### config.mk
export PLATFORM = sky130hd
export DESIGN_NAME = pcileech_ft601_rx_decode
export DESIGN_NICKNAME = d
export VERILOG_FILES = /design/src/rtl/pcileech_ft601_rx_decode.sv
export SDC_FILE = /design/constraint.sdc
export NUM_CORES = 1
export LEC_CHECK = 0
export CORE_MARGIN = 2
export CORE_UTILIZATION = 60
export DETAILED_ROUTE_END_ITERATION = 8
export HOLD_SLACK_MARGIN = 0.15
export PLACE_DENSITY = 0.81
export SLEW_MARGIN = 10
export SYNTH_ARGS = -nofsm -noshare
export SYNTH_HDL_FRONTEND = slang
export SYNTH_SLANG_ARGS = --single-unit
### constraint.sdc
create_clock -name clk_i -period 3.7 [get_ports clk_i]
set_input_delay 1.11 -clock clk_i [delete_from_list [all_inputs] [get_ports clk_i]]
set_output_delay 1.11 -clock clk_i [all_outputs]
set_load 0.01 [all_outputs]
### src/rtl/pcileech_ft601_rx_decode.sv
// pcileech_ft601_rx_decode
//   Receive-side command decoder for the FT601 RX word stream. Incoming 32-bit
//   words are paired into 64-bit commands {header, payload}. A header whose
//   top byte is 8'h77 is steered by its type field to the TLP queue, the CFG
//   queue or the loopback strobe. The FT601 side cannot be stalled, so each
//   queue drops commands on overflow and drops are counted.
//
// Ports
//   clk_i         FT601 clock, all logic on the rising edge
//   rst_ni        asynchronous active-low reset
//   rx_data_i     32-bit word from the FT601 controller
//   rx_wren_i     rx_data_i valid this cycle (no backpressure)
//   tlp_data_o    [31:0] payload, [32] first, [33] last
//   tlp_valid_o   tlp_data_o valid
//   tlp_ready_i   TLP consumer accepts on valid & ready
//   cfg_data_o    {header, payload}
//   cfg_valid_o   cfg_data_o valid
//   cfg_ready_i   CFG consumer accepts on valid & ready
//   loop_data_o   loopback payload
//   loop_valid_o  one-cycle loopback strobe
//   drop_cnt_o    saturating count of commands dropped on overflow
//   err_magic_o   one-cycle pulse on a header with a bad magic byte

// First-word-fall-through queue with a registered output stage.
// Occupancy includes the output register, so DEPTH entries are held in total.
module pcileech_ft601_rx_decode_fifo #(
    parameter int W     = 32,
    parameter int DEPTH = 16
) (
    input  logic         clk_i,
    input  logic         rst_ni,
    input  logic         push_i,
    input  logic [W-1:0] push_data_i,
    input  logic         ready_i,
    output logic [W-1:0] data_o,
    output logic         valid_o,
    output logic         drop_o
);
    localparam int AW = $clog2(DEPTH);

    logic [W-1:0]  mem_q [DEPTH];
    logic [AW-1:0] wptr_q, rptr_q;
    logic [AW:0]   cnt_q;
    logic [AW:0]   occ;
    logic [W-1:0]  out_q;
    logic          out_vld_q;
    logic          pop, full, wr, load;

    assign pop  = out_vld_q & ready_i;
    assign occ  = cnt_q + {{AW{1'b0}}, out_vld_q};
    assign full = (occ == (AW+1)'(DEPTH));
    // A push into a full queue is accepted when the same cycle frees a slot.
    assign wr     = push_i & (~full | pop);
    assign drop_o = push_i & full & ~pop;
    // Refill the output register whenever it is empty or being consumed.
    assign load = (cnt_q != '0) & (~out_vld_q | pop);

    always_ff @(posedge clk_i) begin
        if (wr) mem_q[wptr_q] <= push_data_i;
    end

    always_ff @(posedge clk_i or negedge rst_ni) begin
        if (!rst_ni) begin
            wptr_q    <= '0;
            rptr_q    <= '0;
            cnt_q     <= '0;
            out_q     <= '0;
            out_vld_q <= 1'b0;
        end else begin
            if (wr)   wptr_q <= wptr_q + 1'b1;
            if (load) rptr_q <= rptr_q + 1'b1;
            cnt_q <= cnt_q + {{AW{1'b0}}, wr} - {{AW{1'b0}}, load};
            if (load) begin
                out_q     <= mem_q[rptr_q];
                out_vld_q <= 1'b1;
            end else if (pop) begin
                out_vld_q <= 1'b0;
            end
        end
    end

    assign data_o  = out_q;
    assign valid_o = out_vld_q;
endmodule

module pcileech_ft601_rx_decode #(
    parameter int TLP_DEPTH   = 16,
    parameter int CFG_DEPTH   = 4,
    parameter int TIMEOUT_CYC = 1024
) (
    input  logic        clk_i,
    input  logic        rst_ni,
    input  logic [31:0] rx_data_i,
    input  logic        rx_wren_i,
    output logic [33:0] tlp_data_o,
    output logic        tlp_valid_o,
    input  logic        tlp_ready_i,
    output logic [63:0] cfg_data_o,
    output logic        cfg_valid_o,
    input  logic        cfg_ready_i,
    output logic [31:0] loop_data_o,
    output logic        loop_valid_o,
    output logic [15:0] drop_cnt_o,
    output logic        err_magic_o
);
    localparam int TW = $clog2(TIMEOUT_CYC + 1);

    typedef enum logic {IDLE, HAVE_LO} state_t;

    state_t        state_q, state_d;
    logic [31:0]   lo_q, lo_d;
    logic [TW-1:0] tmo_q, tmo_d;
    logic          err_q, err_d;
    logic          dec_tlp_q, dec_tlp_d;
    logic          dec_cfg_q, dec_cfg_d;
    logic          dec_loop_q, dec_loop_d;
    logic [31:0]   dec_hdr_q, dec_lo_q;
    logic          loop_vld_q;
    logic [31:0]   loop_data_q;
    logic [15:0]   drop_q;
    logic          tlp_drop, cfg_drop;

    always_comb begin
        state_d    = state_q;
        lo_d       = lo_q;
        tmo_d      = tmo_q;
        err_d      = 1'b0;
        dec_tlp_d  = 1'b0;
        dec_cfg_d  = 1'b0;
        dec_loop_d = 1'b0;
        case (state_q)
            IDLE: begin
                tmo_d = '0;
                if (rx_wren_i) begin
                    lo_d    = rx_data_i;
                    state_d = HAVE_LO;
                end
            end
            HAVE_LO: begin
                if (rx_wren_i) begin
                    tmo_d = '0;
                    if (rx_data_i[31:24] == 8'h77) begin
                        state_d    = IDLE;
                        // Unknown types are legal headers: consumed, not counted.
                        dec_tlp_d  = (rx_data_i[19:16] == 4'h1);
                        dec_cfg_d  = (rx_data_i[19:16] == 4'h3);
                        dec_loop_d = (rx_data_i[19:16] == 4'h4);
                    end else begin
                        // Resync by one word: the bad header becomes the new LO.
                        err_d = 1'b1;
                        lo_d  = rx_data_i;
                    end
                end else if (tmo_q == TW'(TIMEOUT_CYC - 1)) begin
                    state_d = IDLE;
                    tmo_d   = '0;
                end else begin
                    tmo_d = tmo_q + 1'b1;
                end
            end
            default: state_d = IDLE;
        endcase
    end

    always_ff @(posedge clk_i or negedge rst_ni) begin
        if (!rst_ni) begin
            state_q     <= IDLE;
            lo_q        <= '0;
            tmo_q       <= '0;
            err_q       <= 1'b0;
            dec_tlp_q   <= 1'b0;
            dec_cfg_q   <= 1'b0;
            dec_loop_q  <= 1'b0;
            dec_hdr_q   <= '0;
            dec_lo_q    <= '0;
            loop_vld_q  <= 1'b0;
            loop_data_q <= '0;
            drop_q      <= '0;
        end else begin
            state_q    <= state_d;
            lo_q       <= lo_d;
            tmo_q      <= tmo_d;
            err_q      <= err_d;
            dec_tlp_q  <= dec_tlp_d;
            dec_cfg_q  <= dec_cfg_d;
            dec_loop_q <= dec_loop_d;
            dec_hdr_q  <= rx_data_i;
            dec_lo_q   <= lo_q;
            loop_vld_q <= dec_loop_q;
            if (dec_loop_q) loop_data_q <= dec_lo_q;
            // At most one queue is pushed per cycle, so one increment suffices.
            if ((tlp_drop | cfg_drop) && drop_q != 16'hFFFF) drop_q <= drop_q + 1'b1;
        end
    end

    pcileech_ft601_rx_decode_fifo #(.W(34), .DEPTH(TLP_DEPTH)) u_tlp_q (
        .clk_i       (clk_i),
        .rst_ni      (rst_ni),
        .push_i      (dec_tlp_q),
        .push_data_i ({dec_hdr_q[1], dec_hdr_q[0], dec_lo_q}),
        .ready_i     (tlp_ready_i),
        .data_o      (tlp_data_o),
        .valid_o     (tlp_valid_o),
        .drop_o      (tlp_drop)
    );

    pcileech_ft601_rx_decode_fifo #(.W(64), .DEPTH(CFG_DEPTH)) u_cfg_q (
        .clk_i       (clk_i),
        .rst_ni      (rst_ni),
        .push_i      (dec_cfg_q),
        .push_data_i ({dec_hdr_q, dec_lo_q}),
        .ready_i     (cfg_ready_i),
        .data_o      (cfg_data_o),
        .valid_o     (cfg_valid_o),
        .drop_o      (cfg_drop)
    );

    assign loop_data_o  = loop_data_q;
    assign loop_valid_o = loop_vld_q;
    assign drop_cnt_o   = drop_q;
    assign err_magic_o  = err_q;
endmodule

# --- Word-level counts from Yosys, hierarchy flattened ---
# Memories as Yosys holds them, arrays and structs flattened. A register that Yosys moved wholly into a read port is not among the register bits.
# Cells that the tools add are included.
totals:
  input_bits: 37
  memories: 2
  out_inout_bits: 150
  elab_cells: 106
  regBits: 183
  mem_bits_rw: 800
mem_list:
  columns: ["name", "depth", "width", "read_ports", "rd_clocked_by_memory_dff", "write_ports", "line_no", "text"]
  rows:
  - ["u_tlp_q.mem_q", 16, 34, 1, 1, 1, "41", "logic [W-1:0] mem_q [DEPTH];"]
  - ["u_cfg_q.mem_q", 4, 64, 1, 1, 1, "41", null]
classes:
  eq_ne: 11
  n_reduce_logical: 8
  n_mux: 31
  n_addsub: 12
  bitwise: 22
op_table:
  columns: ["operator", "n"]
  rows:
  - ["two-way mux 32 bit", 3]
  - ["one-hot mux 32 bit (2 select lines)", 1]
  - ["two-way mux 1 bit", 23]
  - ["two-way mux 11 bit", 2]
  - ["one-hot mux 11 bit (2 select lines)", 1]
  - ["adder 16 x 1 -> 16 bit, second input constant", 1]
  - ["inequality test 16 bit, second input constant", 1]
  - ["adder 11 x 1 -> 11 bit, second input constant", 1]
  - ["equality test 11 x 10 -> 1 bit, second input constant", 1]
  - ["adder 5 x 1 -> 5 bit", 2]
  - ["AND 1 bit", 10]
  - ["adder 4 x 1 -> 4 bit, second input constant", 2]
  - ["equality test 8 x 7 -> 1 bit, second input constant", 1]
  - ["inverter 1 bit", 7]
  - ["adder 3 x 1 -> 3 bit", 2]
  - ["inequality test 2 bit, second input constant", 3]
  - ["equality test 5 bit, second input constant", 1]
  - ["bitwise OR 1 bit", 5]
  - ["nonzero test 5 bit", 1]
  - ["subtractor 5 x 1 -> 5 bit", 1]
  - ["adder 2 x 1 -> 2 bit, second input constant", 2]
  - ["equality test 4 x 1 -> 1 bit, second input constant", 1]
  - ["equality test 4 x 2 -> 1 bit, second input constant", 1]
  - ["equality test 4 x 3 -> 1 bit, second input constant", 1]
  - ["other kinds (8)", 10]

# --- Depth between registers and ports, before layout ---
# Gate-level depths: netlist of run 1.
depth:
  depth_word: 7
  depth_mapped: 14
  mapped_depth_nobuf: 12

# --- Cells and area by module ---
# From an unflattened synthesis of run 1, not the netlist that was laid out.
hier_totals:
  hier_cells: 1855
  area_unflattened_um2: 40139.7
by_module_without_submodules:
  columns: ["mod", "area_each_um2", "cells_per_inst", "n_inst", "seq_area_each_um2"]
  rows:
  - ["pcileech_ft601_rx_decode_fifo (u_tlp_q)", 22561.6, 1005, 1, 17536.8]
  - ["pcileech_ft601_rx_decode_fifo (u_cfg_q)", 12081.6, 512, 1, 9489.1]
  - ["pcileech_ft601_rx_decode", 5496.5, 338, 1, 4028.9]

# --- Least setup slack after synthesis of run 1 ---
# Ideal clock, no wire load.
synth_timing:
  path_type: "input-to-reg"
  from: "input port cfg_ready_i"
  to: "memory u_cfg_q.mem_q[1][0] (enable)"
  slack_ns: 0.402
  setup_ns: 0.429
  required_time_ns: 3.271
  arrival_ns: 2.868
  cell_stages: 3
  n_path_buf: 0
  path_cell_list: "a22oi_2 -> o211ai_2 -> and3_1"
synth_via:
  elab_chain_cells: 5
synth_lines:
  columns: ["element", "line_no", "text"]
  rows:
  - ["start: declaration", "100", "input logic cfg_ready_i,"]
  - ["AND 1 bit", "49", "assign pop = out_vld_q & ready_i;"]
  - ["bitwise OR 1 bit", "53", "assign wr = push_i & (~full | pop);"]
  - ["AND 1 bit", "53", null]
  - ["two-way mux 1 bit", "59", "if (wr) mem_q[wptr_q] <= push_data_i;"]
  - ["two-way mux 1 bit (implied by the code)", "59", null]
  - ["end: declaration", "41", null]
# Every way passes these cells.

# --- Worst setup path after layout of run 1 ---
layout_timing:
  from: "register u_tlp_q.out_vld_q (netlist: u_tlp_q.valid_o)"
  to: "memory u_tlp_q.mem_q[26][23] (netlist: u_tlp_q.mem_q[13][23]) (enable)"
layout_via:
  elab_chain_cells: 7
  word_cells_on_any_way: 8
  cone_classes: "1 x add/sub; 1 x eq/ne; 2 x mux; 4 x bitwise"
layout_lines:
  columns: ["element", "line_no", "text"]
  rows:
  - ["start: declaration", "46", "logic out_vld_q;"]
  - ["start signal: assignment", "68", "out_vld_q <= 1'b0;"]
  - ["start signal: assignment", "75", "out_vld_q <= 1'b1;"]
  - ["start signal: assignment", "77", "out_vld_q <= 1'b0;"]
  - ["adder 5 x 1 -> 5 bit", "50", "assign occ = cnt_q + {{AW{1'b0}}, out_vld_q};"]
  - ["equality test 5 bit", "51", "assign full = (occ == (AW+1)'(DEPTH));"]
  - ["inverter 1 bit", "53", null]
  - ["bitwise OR 1 bit *", "53", null]
  - ["AND 1 bit *", "53", null]
  - ["named net u_tlp_q.wr", "47", "logic pop, full, wr, load;"]
  - ["two-way mux 1 bit *", "59", null]
  - ["two-way mux 1 bit (implied by the code) *", "59", null]
  - ["end: declaration", "41", null]
# The timed path passes the listed nets; every way through them passes the cells marked *.

==> results of run 1 <==
[layout make-up]
class / instances / area, sq um
Timing Repair Buffer: 239 / 2590
Clock buffer: 131 / 2784
Antenna cell: 2 / 5.005
Inverter: 23 / 86.33
Clock inverter: 60 / 745.7
Multi-Input combinational cell: 695 / 8553
Fill cell: 3557 / 19070
Tap cell: 864 / 1081
Sequential cell: 1081 / 31070
[placed cells by master (no fill, tap or decap), types with 7 or more instances in the layout]
cell             instances
edfxtp_1               800
dfrtp_1                276
mux4_2                 200
clkdlybuf4s50_1        185
mux2_2                 139
clkbuf_16              104
nor2_1                  43
o22ai_1                 35
nor3_1                  29
buf_4                   27
nor2b_1                 26
buf_12                  26
ha_1                    25
nand2_1                 24
a211oi_1                24
inv_1                   22
xor2_1                  20
clkbuf_1                19
clkinv_2                18
xnor2_1                 17
and2_1                  16
bufinv_16               15
clkinv_1                14
nand3_1                 11
mux2i_1                 10
a31oi_1                 10
clkbuf_8                 8
and3_1                   7
[flip-flops by register name (all words and copies together) (netlist names), 5 cells and up]
name,count
dec_hdr_q,32
dec_lo_q,32
drop_cnt_o,16
lo_q,32
loop_data_o,32
tmo_q,11
u_cfg_q.data_o,64
u_cfg_q.mem_q,256
u_tlp_q.cnt_q,5
u_tlp_q.data_o,34
u_tlp_q.mem_q,544
[metal layers]
layer	vias to the layer above	global-route usage [%]	wire [microns]	part of all wire (%)
met2	1145	48.76	50190	53
met5	-	0	0	0
met1	10620	34.87	33140	35
li1	8061	-	-	-
met4	0	12.52	4324	4.6
met3	251	5.144	7143	7.5
[worst max-delay path: stages, from the launching register on]
cell and delay [ps]:
dfrtp_1 460, ha_1 280, ha_1 230, and3b_1 190, o22ai_1 270, o21ai_2 140
clkinv_1 80, buf_4 130, and3_1 200, and2_1 140, buf_4 500
[metrics by stage]
| step | setup slack (ps) | power, mW | std cells |
|---|---|---|---|
| floorplan | 402.4 | 19.75 | 1882 |
| global placement | 221.9 | 22.37 | 2902 |
| detailed placement | 238.3 | 22.64 | 2902 |
| CTS | 655.8 | 33.78 | 3093 |
| finish | 675.2 | 33.60 | 3095 |
| global route | 494.3 | 34.69 | 3094 |
[kinds of logic after synthesis]
logic type      after synthesis  synth area share [%]
xor+xnor                     37                0.8078
simple gates                194                 2.657
mux                         350                 15.42
buf+inv                     106                 1.354
compound gates               87                 1.472
flops                      1081                 77.41
fa+ha+maj                    27                0.8795
[worst max path at each step]
stage / cells past startpoint / slack, ps / startpoint / end
floorplan: 3 / 400 / cfg_ready_i / u_cfg_q.mem_q[1][0]
global placement: 11 / 220 / tlp_ready_i / u_tlp_q.cnt_q[4]
detailed placement: 11 / 240 / tlp_ready_i / u_tlp_q.cnt_q[4]
CTS: 10 / 660 / u_tlp_q.valid_o / u_tlp_q.mem_q[13][25]
global route: 10 / 490 / u_tlp_q.valid_o / u_tlp_q.mem_q[13][23]
finish: 10 / 680 / u_tlp_q.valid_o / u_tlp_q.mem_q[13][23]
[where the power goes]
group / internal (mW) / switching, mW
logic: 4.08 / 3.41
registers: 13.9 / 1.22
clock network: 6.40 / 4.58
==> impl_metrics.json, run 1 <==
{
  "status": "complete, no violations",
  "reg2reg_slack_ps": 680,
  "finalSetupViolations": 0,
  "grt_pass1_wl_microns": 141800,
  "die_y_microns": 262.6,
  "initial_core_util_pct": 60.80,
  "min_path_type": "reg2reg",
  "chipWidth_microns": 262.6,
  "clk_pin_slew_worst_paths_ps": 60,
  "grt_max_degree": 78,
  "ys_top_cells_by_count": "800 x edfxtp_1, 281 x dfrtp_1, 200 x mux4_2",
  "p_per_area_nw_per_um2": 716.3,
  "whs_ps": 375.4,
  "finish.instance_area_sq_um": 46910,
  "antenna_found_initial": 1,
  "ioPinCount": 187,
  "clk_latency_ps": 670,
  "final_util_pct": 71.10,
  "coreArea_sq_um": 65980,
  "routed_wl_microns": 94800,
  "synth_cell_types": 52,
  "start_kind": "flop",
  "synth_area_leaders": "edfxtp_1 60%, dfrtp_1 18%, mux4_2 11%, mux2_2 3.9%, ha_1 0.78%",
  "r2r_start": "u_tlp_q.valid_o",
  "synth-main-ff-cell": "edfxtp_1",
  "synthCells": 1882,
  "cp_max_fo": 34,
  "synth_seq_area_share_pct": 77.41,
  "cts_hold_buf": 0,
  "finalHoldViolCount": 0,
  "ir_drop_mv": 0.5037,
  "tritoncts": "done",
  "dieArea_sq_um": 68940,
  "ys_seq_elements": 1081,
  "synth.most_common_cell": "edfxtp_1",
  "cp.arrival_ps": 3290,
  "path_class": "reg2reg",
  "slew_viol_final": 0,
  "firstDrtPassIters": 6,
  "post-route-min-period_ps": 3025,
  "max_freq_mhz": 330.6,
  "clock_path_buffers": 3,
  "rows": 94,
  "maxCapViolCount": 0,
  "synth_warnings": 0,
  "drtAntennaViolNets": 0,
  "fin_crit_sh_pct": 81.75,
  "io_buffers": 186,
  "wl_per_cell_microns": 30.63,
  "syn_to_final_growth_pct": 16.95,
  "dp_hpwl_microns": 48670,
  "dpl-instance-area_sq_um": 43380,
  "yosysTopAreaCell": "edfxtp_1",
  "drtIter0Drc": 2044,
  "cts_sinks": 1081,
  "overflow": 0,
  "synth.net_count": 1946,
  "required_ps": 3960,
  "fin_worst_skew_ps": 38.42,
  "num_vias": 20080,
  "slew_headroom_pct": 40.82,
  "cts_made_buffers": 101,
  "final.setup.tns_ps": 0,
  "hold_depth": 0,
  "track_usage_pct": 28.09,
  "vias_per_cell": 6.487,
  "min_to": "dec_lo_q[31]",
  "synth_top_area_share_pct": 59.88,
  "syn_area_per_cell_sq_um": 21.32,
  "post_cts_buffers": 0,
  "critPathCaptureType": "flop",
  "nNetsFinal": 2205,
  "synth_async_sr_flop_share_pct": 25.99,
  "drc": 0,
  "tightest_slew_ps": 887.7,
  "reg2reg_to": "u_tlp_q.mem_q[13][23]",
  "root_buffer": "clkbuf_16",
  "ctsHtreeMaxLevel": 3,
  "synth_edf_count": 800,
  "cts_resized": 0,
  "min_from": "lo_q[31]",
  "syn-cell-area_sq_um": 40120,
  "drive_gt1_share_pct": 25.93,
  "grt_pass1_vias": 21750,
  "rsz0062_at_grt": "no",
  "ff2ff_path_depth": 10,
  "p_leak_nw": 16.31,
  "gp_congestion": 0.7718
}
(Power assumes the default switching activity.)
==> inputs of run 2 (changes only) <==
==> constraint.sdc (replaced) <==
create_clock -name clk_i -period 2.95 [get_ports clk_i]
set_input_delay 0.885 -clock clk_i [delete_from_list [all_inputs] [get_ports clk_i]]
set_output_delay 0.885 -clock clk_i [all_outputs]
set_load 0.01 [all_outputs]
==> run 2 against run 1 <==
  * Via count increased by 2.8%
  * Count of clock-buffer cells in the layout increased by 9
  * Routed wire length increased by 5.4%
  * Die area unchanged
  * Non-clock buffer count increased by 36
  * Sequential share of layout area decreased by 0.86 points
  * Total power increased by 27%
  * Utilization increased by 0.93 points
  * Sequential cell count unchanged
  * Critical path type unchanged
  * Largest cell class unchanged
  * Largest power group unchanged
==> impl_metrics.json, run 2 (same netlist as run 1, synthesis figures left out) <==
{
  "gp_congestion": 0.7842,
  "cts_made_buffers": 103,
  "ir_drop_mv": 0.5389,
  "fin_worst_skew_ps": 31.67,
  "total_power_mw": 42.73,
  "drtIter0Drc": 2298,
  "p_leak_nw": 16.58,
  "maxCapViolCount": 0,
  "grt_pass1_vias": 21830,
  "coreArea_sq_um": 65980,
  "required_ps": 3290,
  "critical-path-slowest-cell": "dfrtp_1",
  "initial_core_util_pct": 60.80,
  "die_y_microns": 262.6,
  "p_sw_mw": 11.88,
  "nNetsFinal": 2243,
  "root_buffer": "clkbuf_16",
  "cts_sinks": 1081,
  "syn_to_final_growth_pct": 18.48,
  "cts_hold_buf": 1,
  "dp_hpwl_microns": 51580,
  "grt_max_degree": 74,
  "final_cell_mix": "800 x edfxtp_1, 276 x dfrtp_1, 200 x mux4_2, 185 x clkdlybuf4s50_1, 139 x mux2_2",
  "path_cells": "ha_1, ha_1, and3b_1, o22ai_1, o21ai_2, buf_4, nor3_1, and2_1, buf_12",
  "regMostFlops": "u_tlp_q.mem_q",
  "firstDrtPassIters": 5,
  "clkPwrFrac_pct": 32.5,
  "cpPeakStageDelay_ps": 420,
  "largest_reg_flops": 544,
  "reg2reg_slack_ps": 140,
  "num_vias": 20640,
  "clock_path_buffers": 3,
  "chipWidth_microns": 262.6,
  "p_int_mw": 30.85,
  "crit_top_cell": "ha_1",
  "rows": 94,
  "io_buffers": 186,
  "switching_share_pct": 27.81,
  "drc": 0,
  "tritoncts": "done",
  "final_cells": 3134,
  "path_class": "reg2reg",
  "final.setup.tns_ps": 0,
  "clk_pin_slew_worst_paths_ps": 70,
  "p_seq_share_pct": 44.5,
  "wl_per_cell_microns": 31.88,
  "overflow": 0,
  "finalHoldViolCount": 0,
  "p_per_area_nw_per_um2": 899.1,
  "clk_latency_ps": 670,
  "finalSetupViolations": 0,
  "vias_per_cell": 6.585,
  "post-route-min-period_ps": 2814,
  "layout_commonest_cell": "edfxtp_1",
  "routed_wl_microns": 99910,
  "p_comb_share_pct": 23.1,
  "crit_family": "simple AND/OR/NAND/NOR gates",
  "max_freq_mhz": 355.3,
  "critPathCaptureType": "flop",
  "dp_cells": 2937,
  "antenna_found_initial": 6,
  "status": "complete, no violations",
  "ioPinCount": 187,
  "cp_max_fo": 18,
  "crit_buf_inv": 2,
  "post_cts_buffers": 0,
  "slew_headroom_pct": 38.83,
  "slew_viol_final": 0,
  "tightest_slew_ps": 917.5,
  "start_kind": "flop",
  "rsz0062_at_grt": "no",
  "cp.arrival_ps": 3150,
  "drive_gt1_share_pct": 26.98,
  "fin_crit_sh_pct": 95.40,
  "grt_pass1_wl_microns": 143900,
  "min_path_type": "reg2reg",
  "track_usage_pct": 28.60,
  "drtAntennaViolNets": 0,
  "cts_resized": 0,
  "dieArea_sq_um": 68940,
  "ctsHtreeMaxLevel": 3
}
run 2: changes by cell type in the layout (fill, tap and decap cells not counted), sizes merged:
cell and change:
diode +3, dlygate4sd3 +1, inv -1, clkbuf +9
clkinv -6, bufinv -2, buf +35
run 2: layout make-up:
class                      instances  area [sq um]
inverter                          23         86.33
clock inverter                    51         654.4
sequential                      1081         31070
antenna                            5         12.51
fill                            3445         18450
multi-input combinational        695          8553
clock buffer                     140          2910
tap                              864          1081
timing repair buffer             275          3163
run 2: per-stage QoR:
stage,worst slack (ps),cell area (sq um),hold WS (ps),util (%)
CTS,150.0,47520,373.9,72.02
detailed placement,-220.3,43940,358.1,66.60
finish,135.7,47530,372.8,72.04
global route,28.45,47520,388.8,72.03
global placement,-220.5,43940,352.9,66.60
floorplan,8.788,40120,348.6,-
run 2: power by group through the flow:
stage	clock (mW)	combinational (mW)	sequential (mW)
after floorplan	0	6.10	18.7
after global placement	0	9.21	19.1
after detailed placement	0	9.48	19.2
after CTS	13.9	9.87	19.0
after global routing	14.6	10.4	19.1
final	13.9	9.85	19.0
run 2: final timing paths:
kind,start,end,depth (start not counted)
setup / recovery,u_tlp_q.cnt_q[0],u_tlp_q.mem_q[0][2],9
hold / removal,lo_q[16],dec_lo_q[16],0
setup reg to reg,u_tlp_q.cnt_q[0],u_tlp_q.mem_q[0][2],9
hold reg to reg,lo_q[16],dec_lo_q[16],0
max in group asynchronous,rst_ni,u_cfg_q.cnt_q[1],3
min in group asynchronous,rst_ni,u_cfg_q.data_o[45],2
run 2: layer usage:
| layer | global-route usage (%) | routed length (microns) | vias to the layer above |
|---|---|---|---|
| li1 | - | - | 8135 |
| met1 | 36.35 | 35080 | 10940 |
| met2 | 48.24 | 52890 | 1307 |
| met3 | 5.219 | 7782 | 250 |
| met4 | 13.92 | 4116 | 6 |
| met5 | 0 | 36 | - |
==> inputs of run 3 (changes only) <==
--- a/config.mk
+++ b/config.mk
@@ -7,6 +7,8 @@
 export LEC_CHECK = 0
 export CORE_MARGIN = 2
 export CORE_UTILIZATION = 60
+export CTS_CLUSTER_DIAMETER = 80
+export CTS_CLUSTER_SIZE = 25
 export DETAILED_ROUTE_END_ITERATION = 8
 export HOLD_SLACK_MARGIN = 0.15
 export PLACE_DENSITY = 0.81
==> run 3 against run 2 <==
  * Worst setup slack worse by 6.3 ps
  * Routed wire length is 13% lower
  * Register-to-register slack hardly changed
  * Cell count is 3.2% lower
  * Worst hold slack better by 10 ps
  * Final area is 4.3% lower
  * Utilization is 3.1 points lower
  * Sequential power hardly changed
  * Fmax is 0.22% lower
  * First-iteration DRC count is 17% lower
  * Sequential cell count stayed put
  * Critical endpoint is now u_tlp_q.mem_q[2][2]
  * Highest routed layer is now met4
==> impl_metrics.json, run 3 (same netlist as run 1, synthesis figures left out) <==
{
  "dpl-instance-area_sq_um": 43940,
  "grt_pass1_wl_microns": 132300,
  "slew_viol_final": 0,
  "final_cell_mix": "800 x edfxtp_1, 276 x dfrtp_1, 200 x mux4_2, 185 x clkdlybuf4s50_1, 139 x mux2_2",
  "required_ps": 3270,
  "critPathCaptureType": "flop",
  "finish.instance_area_sq_um": 45500,
  "start_kind": "flop",
  "root_buffer": "clkbuf_16",
  "tightest_slew_ps": 917.9,
  "path_class": "reg2reg",
  "drtAntennaViolNets": 0,
  "critical-path-slowest-cell": "dfrtp_1",
  "rows": 94,
  "max_freq_mhz": 354.5,
  "drive_gt1_share_pct": 23.70,
  "dp_hpwl_microns": 51580,
  "clock_path_buffers": 3,
  "ioPinCount": 187,
  "final.setup.tns_ps": 0,
  "fin_worst_skew_ps": 36.19,
  "crit_buf_inv": 2,
  "ff2ff_path_depth": 9,
  "cts_made_buffers": 51,
  "fill_cells": 3751,
  "num_vias": 19400,
  "io_buffers": 186,
  "coreArea_sq_um": 65980,
  "finalHoldViolCount": 0,
  "min_path_type": "reg2reg",
  "regMostFlops": "u_tlp_q.mem_q",
  "multi_input_area_sq_um": 8553,
  "total_power_mw": 36.34,
  "drtIter0Drc": 1898,
  "initial_core_util_pct": 60.80,
  "vias_per_cell": 6.393,
  "grt_max_degree": 74,
  "cts_sinks": 1081,
  "post-route-min-period_ps": 2821,
  "wl_per_cell_microns": 28.78,
  "p_leak_nw": 15.58,
  "maxCapViolCount": 0,
  "cp.arrival_ps": 3140,
  "fin_crit_sh_pct": 95.61,
  "track_usage_pct": 25.89,
  "die_y_microns": 262.6,
  "ir_drop_mv": 0.5222,
  "nNetsFinal": 2191,
  "crit_cells": 9,
  "chipWidth_microns": 262.6,
  "whs_ps": 383.2,
  "syn_to_final_growth_pct": 13.41,
  "drc": 0,
  "firstDrtPassIters": 6,
  "crit_family": "simple AND/OR/NAND/NOR gates",
  "path_cells": "ha_1, ha_1, and3b_1, o22ai_1, o21ai_2, buf_4, nor3_1, and2_1, buf_12",
  "crit_top_cell": "ha_1",
  "finalSetupViolations": 0,
  "hold_depth": 0,
  "clk_latency_ps": 650,
  "tritoncts": "done",
  "grt_pass1_vias": 20600,
  "status": "complete, no violations",
  "regArea_sq_um": 31070,
  "dieArea_sq_um": 68940,
  "slew_headroom_pct": 38.81,
  "antenna_found_initial": 2,
  "overflow": 0,
  "clk_pin_slew_worst_paths_ps": 100,
  "largest_reg_flops": 544,
  "routed_wl_microns": 87340,
  "gp_congestion": 0.7842,
  "rsz0062_at_grt": "no",
  "ctsHtreeMaxLevel": 2,
  "layout_commonest_cell": "edfxtp_1",
  "p_per_area_nw_per_um2": 798.7,
  "cpPeakStageDelay_ps": 430,
  "cp_max_fo": 18
}
run 3: final cells by class:
| type | count | share of cell area (%) |
|---|---|---|
| flip-flops and latches | 1081 | 68.29 |
| multi-input cells | 695 | 18.80 |
| repair buffers | 275 | 6.952 |
| clock buffers | 87 | 3.149 |
| well taps | 864 | 2.376 |
| clock inverters | 8 | 0.2365 |
| inverters | 23 | 0.1898 |
| diodes | 2 | 0.01100 |
run 3: path summary, 6_finish.rpt:
| kind | from | endpoint | slack (ps) |
|---|---|---|---|
| worst max-delay path | u_tlp_q.cnt_q[0] | u_tlp_q.mem_q[2][2] | 130 |
| worst min-delay path | lo_q[21] | dec_lo_q[21] | 380 |
| worst max register to register | u_tlp_q.cnt_q[0] | u_tlp_q.mem_q[2][2] | 130 |
| worst min register to register | lo_q[21] | dec_lo_q[21] | 380 |
| max in group asynchronous | rst_ni | dec_hdr_q[23] | 1430 |
| min in group asynchronous | rst_ni | u_cfg_q.data_o[35] | 720 |
run 3: repair_timing:
| action | 4_1_cts | 5_1_grt |
|---|---|---|
| setup buffers | 0 | 0 |
| endpoints found under the hold margin | 36 | 0 |
| resized for setup | 0 | 0 |
| hold buffers | 1 | 0 |
run 3: where the power goes:
part | total [mW] | internal, mW | leakage (nW) | switching (mW)
logic | 9.48 | 5.29 | 4.26 | 4.19
clock network | 8.00 | 3.41 | 0.733 | 4.59
registers | 18.9 | 17.4 | 10.6 | 1.43
total | 36.3 | 26.1 | 15.6 | 10.2
run 3: worst register-to-register path: cells and delay by family (launching register included):
kind / cells / cell delay [ps]
flops: 1 / 430
fa+ha+maj: 2 / 470
simple gates: 3 / 810
compound gates: 2 / 400
buf+inv: 2 / 380
run 3: stage by stage:
step	utilization (%)	std cells	setup slack (ps)
global route	68.96	3035	35.33
finish	68.96	3035	129.4
floorplan	-	1882	8.788
detailed placement	66.60	2937	-220.3
CTS	68.95	3033	158.9
global placement	66.60	2937	-220.5
run 3: metal layers:
layer | GRT usage (%) | routed length (microns) | vias up
met5 | 0 | 0 | -
met4 | 8.465 | 2852 | 0
met3 | 4.001 | 5795 | 150
met2 | 44.79 | 45930 | 841
met1 | 34.20 | 32750 | 10410
li1 | - | - | 8002
